**src/rtl/counter_gen2.sv**
```systemverilog
// Mode counter slice (+1, -1, -STEP, load) with cascade carry and a saturating wrap-event counter.
// Define COUNTER_GEN2_SAT_EN to clamp at the bounds instead of wrapping.
module counter_gen2 #(
    parameter int WIDTH = 4,
    parameter int STEP  = 3,
    parameter int WCW   = 8
) (
    input  logic             clk,
    input  logic             RESET,
    input  logic             ENABLE,
    input  logic             CIN,
    input  logic [1:0]       MODO,
    input  logic [WIDTH-1:0] D,
    output logic [WIDTH-1:0] Q,
    output logic             RCO,
    output logic             LOAD,
    output logic             COUT,
    output logic [WCW-1:0]   WRAP_CNT
);

    localparam logic [WIDTH-1:0] MAX_VAL  = '1;
    localparam logic [WIDTH:0]   STEP_EXT = (WIDTH+1)'(STEP);

    if ((STEP < 1) || (STEP > (2**WIDTH) - 1)) begin : g_step_check
        $error("counter_gen2: STEP=%0d outside legal range 1..%0d", STEP, (2**WIDTH) - 1);
    end

    logic [WIDTH-1:0] q_reg, q_next;
    logic             rco_reg, rco_next;
    logic             load_reg, load_next;
    logic [WCW-1:0]   wrap_reg, wrap_next;
    logic             adv;
    logic             term;
    logic [WIDTH:0]   step_diff;

    assign adv = ENABLE & CIN;

    // Extra top bit of the difference is the borrow, i.e. Q < STEP.
    assign step_diff = {1'b0, q_reg} - STEP_EXT;

    always_comb begin
        term   = 1'b0;
        q_next = q_reg;
        case (MODO)
            2'b00: begin
                term = (q_reg == MAX_VAL);
`ifdef COUNTER_GEN2_SAT_EN
                q_next = term ? MAX_VAL : q_reg + 1'b1;
`else
                q_next = q_reg + 1'b1;
`endif
            end
            2'b01: begin
                term = (q_reg == '0);
`ifdef COUNTER_GEN2_SAT_EN
                q_next = term ? '0 : q_reg - 1'b1;
`else
                q_next = q_reg - 1'b1;
`endif
            end
            2'b10: begin
                term = step_diff[WIDTH];
`ifdef COUNTER_GEN2_SAT_EN
                q_next = term ? '0 : step_diff[WIDTH-1:0];
`else
                q_next = step_diff[WIDTH-1:0];
`endif
            end
            default: begin
                term   = 1'b0;
                q_next = D;
            end
        endcase
    end

    always_comb begin
        rco_next  = adv & term;
        load_next = adv & (MODO == 2'b11);
        wrap_next = wrap_reg;
        if (load_next) begin
            wrap_next = '0;
        end else if (rco_next && (wrap_reg != {WCW{1'b1}})) begin
            wrap_next = wrap_reg + 1'b1;
        end
    end

    always_ff @(posedge clk) begin
        if (RESET) begin
            q_reg    <= '0;
            rco_reg  <= 1'b0;
            load_reg <= 1'b0;
            wrap_reg <= '0;
        end else begin
            if (adv) begin
                q_reg <= q_next;
            end
            rco_reg  <= rco_next;
            load_reg <= load_next;
            wrap_reg <= wrap_next;
        end
    end

    assign Q        = q_reg;
    assign RCO      = rco_reg;
    assign LOAD     = load_reg;
    assign WRAP_CNT = wrap_reg;
    // Lookahead carry stays combinational so chained slices advance in the same edge.
    assign COUT     = adv & term;

endmodule

```
**config.mk**
```make
export PLATFORM = sky130hd
export DESIGN_NAME = counter_gen2
export DESIGN_NICKNAME = d
export VERILOG_FILES = /design/src/rtl/counter_gen2.sv
export SDC_FILE = /design/constraint.sdc
export NUM_CORES = 1
export LEC_CHECK = 0
export CORE_MARGIN = 2
export CORE_UTILIZATION = 65
export DETAILED_ROUTE_END_ITERATION = 12
export DONT_BUFFER_PORTS = 1
export PLACE_DENSITY = 0.9
export RECOVER_POWER = 100
export SKIP_LAST_GASP = 1
export SLEW_MARGIN = 20
export SYNTH_ARGS = -nofsm -noshare
export SYNTH_HDL_FRONTEND = slang
export SYNTH_SLANG_ARGS = --single-unit
export TNS_END_PERCENT = 100
```
**constraint.sdc**
```tcl
create_clock -name clk -period 3.1 [get_ports clk]
set_input_delay 0.93 -clock clk [delete_from_list [all_inputs] [get_ports clk]]
set_output_delay 0.93 -clock clk [all_outputs]
set_load 0.01 [all_outputs]
```
==> flow_metrics.py <==
metrics = {
    "clocking": {
        "root_buffer": "clkbuf_4",
        "insertion_delay_ns": 0.28,
        "cts_tree": "yes",
        "ctsResizeCount": 0,
        "post_cts_buffers": 0,
        "cts_sinks": 14,
        "clk_pin_slew_worst_paths_ns": 0.09,
        "numCtsBuffers": 3,
        "cts_buffer_depth": 2,
        "htree_levels": 1,
        "cts_hold_buf": 0,
    },
    "setup_path": {
        "crit_path_end_kind": "output port",
        "cp_max_fo": 10,
        "crit_arrival_ns": 1.86,
        "worst-endpoint-required_ns": 2.17,
        "startpoint_type": "flip-flop",
        "timing_worst_setup_path_type": "flip-flop to output port",
    },
    "sta": {
        "max_slew_margin_pct": 71.2,
        "setup_tns_ns": 0,
        "clock-skew-final_ns": 0.00948,
        "finalHoldViolations": 0,
        "worst_pin_slew_ns": 0.421,
        "max_freq_ghz": 0.359,
        "fin_crit_ns": 2.79,
        "rsz0062_at_grt": "no",
        "fin_crit_sh_pct": 89.9,
        "setup_viol": 0,
        "drv_slew": 0,
        "setup_ws_ns": 0.313,
    },
    "synth": {
        "ys_warn_count": 0,
        "synth-edff-count": 0,
        "synth_commonest_cells": "14 x dfxtp_1, 13 x nand2_1, 9 x mux2i_1",
        "syn_inst": 116,
        "synth_top_cell_area_share_pct": 27.8,
        "async_flop_share_pct": 0,
        "synth.most_common_cell": "dfxtp_1",
        "ys_ff_latch": 14,
        "synth_fp_nets": 131,
        "synth_area_leader_cell": "dfxtp_1",
        "syn-mean-instance-area_um2": 8.69,
        "ys_top_cells_by_area": "dfxtp_1 28%, mux2i_1 8.9%, ha_1 6.2%",
        "synth_ff_type": "dfxtp_1",
        "ys_types": 40,
        "yosysSeqAreaShare_pct": 27.8,
        "synthesis.area_um2": 1010,
    },
    "die": {
        "initial_core_util_pct": 68.5,
        "die_x_um": 43.4,
        "die_height_um": 43.4,
        "dieArea_um2": 1880,
        "ios": 25,
        "core-area_um2": 1470,
        "fp-row-count": 14,
    },
    "power_and_ir_drop": {
        "leakagePower_nw": 0.375,
        "ir_drop_mv": 0.223,
        "power_density_nw_per_um2": 372,
    },
    "global_routing": {
        "grt_pass1_wl_mm": 3.35,
        "grt_overflow": 0,
        "antenna_found_initial": 0,
        "grt_pass1_vias": 747,
        "grt_max_degree": 15,
        "grt_usage_pct": 23.9,
    },
    "placed_design": {
        "hpwlAfterDp_mm": 1.64,
        "io_buffer_count": 0,
        "pre_cts_slack_ns": 0.468,
        "place_congestion": 0.899,
    },
    "drt": {
        "dr.pass1.iters": 4,
        "wl_mm": 2.16,
        "drc": 0,
        "drt_iter0_drc": 29,
        "ant_nets": 0,
        "post_drt_wl_per_cell_um": 16.5,
        "viasPerCell": 6.53,
        "vias": 856,
    },
    "finish": {
        "nFillCells": 119,
        "drive_above_1_share_pct": 8.70,
        "num_antenna_cells": 0,
        "register_area_um2": 280,
        "fin_nets": 131,
        "area_delta_synth_final_pct": 0.372,
        "multi_input_area_um2": 664,
    },
    "run": {
        "drv_cap": 0,
    },
    "status": {
        "status": "finished, final reports clean",
    },
    "hold_path": {
        "worstHoldPathType": "flip-flop to flip-flop",
    },
}
==> where the power goes <==
group / switching (W) / internal (W)
logic: 0.0000288 / 0.0000241
clock network: 0.0000567 / 0.0000714
registers: 0.0000110 / 0.000184
==> area by class of cell <==
cell class                      count  area share, %
Tap cell                           16           1.98
Sequential cell                    14           27.7
Inverter                            3           1.11
Multi-Input combinational cell     94           65.6
Clock buffer                        4           3.58
==> registers in the layout (all words and copies together), names as in the netlist <==
name      flops
WRAP_CNT      8
RCO           1
LOAD          1
Q             4
==> routing by layer <==
metal,up-vias,wire length [um],global-route usage (%)
met5,-,0,0
met4,0,60,14.5
met3,8,162,7.92
met2,39,1080,40.3
met1,377,855,25.9
li1,432,-,-
==> worst max-delay path: stages, from the launching register on <==
cell and delay, ns:
dfxtp_1 0.54, ha_1 0.32, nand4b_1 0.10, or3_1 0.46, nand2_1 0.17
==> through the flow <==
| stage | util (%) | cell area, um2 | power (W) | hold WS (ns) | std cells |
|---|---|---|---|---|---|
| final | 68.8 | 1010 | 0.000376 | 0.550 | 131 |
| after global placement | 66.4 | 977 | 0.000249 | 0.532 | 127 |
| after floorplan | - | 1010 | 0.000249 | 0.507 | 116 |
| after global routing | 68.8 | 1010 | 0.000398 | 0.581 | 131 |
| after detailed placement | 66.4 | 977 | 0.000252 | 0.546 | 127 |
| after CTS | 68.9 | 1010 | 0.000380 | 0.558 | 131 |
==> path summary, 6_finish.rpt <==
path | from | endpoint | slack [ns] | cells after the start
min reg2reg | WRAP_CNT[7] | WRAP_CNT[7] | 0.55 | 2
max | Q[1] | COUT | 0.31 | 4
min | WRAP_CNT[7] | WRAP_CNT[7] | 0.55 | 2
max reg2reg | Q[1] | WRAP_CNT[3] | 1.03 | 5
==> placed cells by master, fill, tap and decap left out, types with 3 or more instances in the layout <==
master / instances
clkbuf_4: 3
mux2i_1: 9
inv_1: 3
or3_1: 7
a21oi_1: 8
a211oi_1: 6
nor2_1: 7
ha_1: 5
nand3_1: 3
dfxtp_1: 14
nand2_1: 13
nand4_1: 3
==> cell families after synthesis <==
group | count (synthesis) | share of synthesized area, %
adder cells (fa/ha/maj) | 5 | 6.20
flip-flops | 14 | 27.8
buffers and inverters | 8 | 6.20
multiplexers | 9 | 8.93
AO/OA/AOI/OAI | 26 | 19.5
XOR/XNOR | 4 | 3.47
AND/OR/NAND/NOR | 50 | 27.9
No activity file was read; power rests on OpenSTA's default activity.
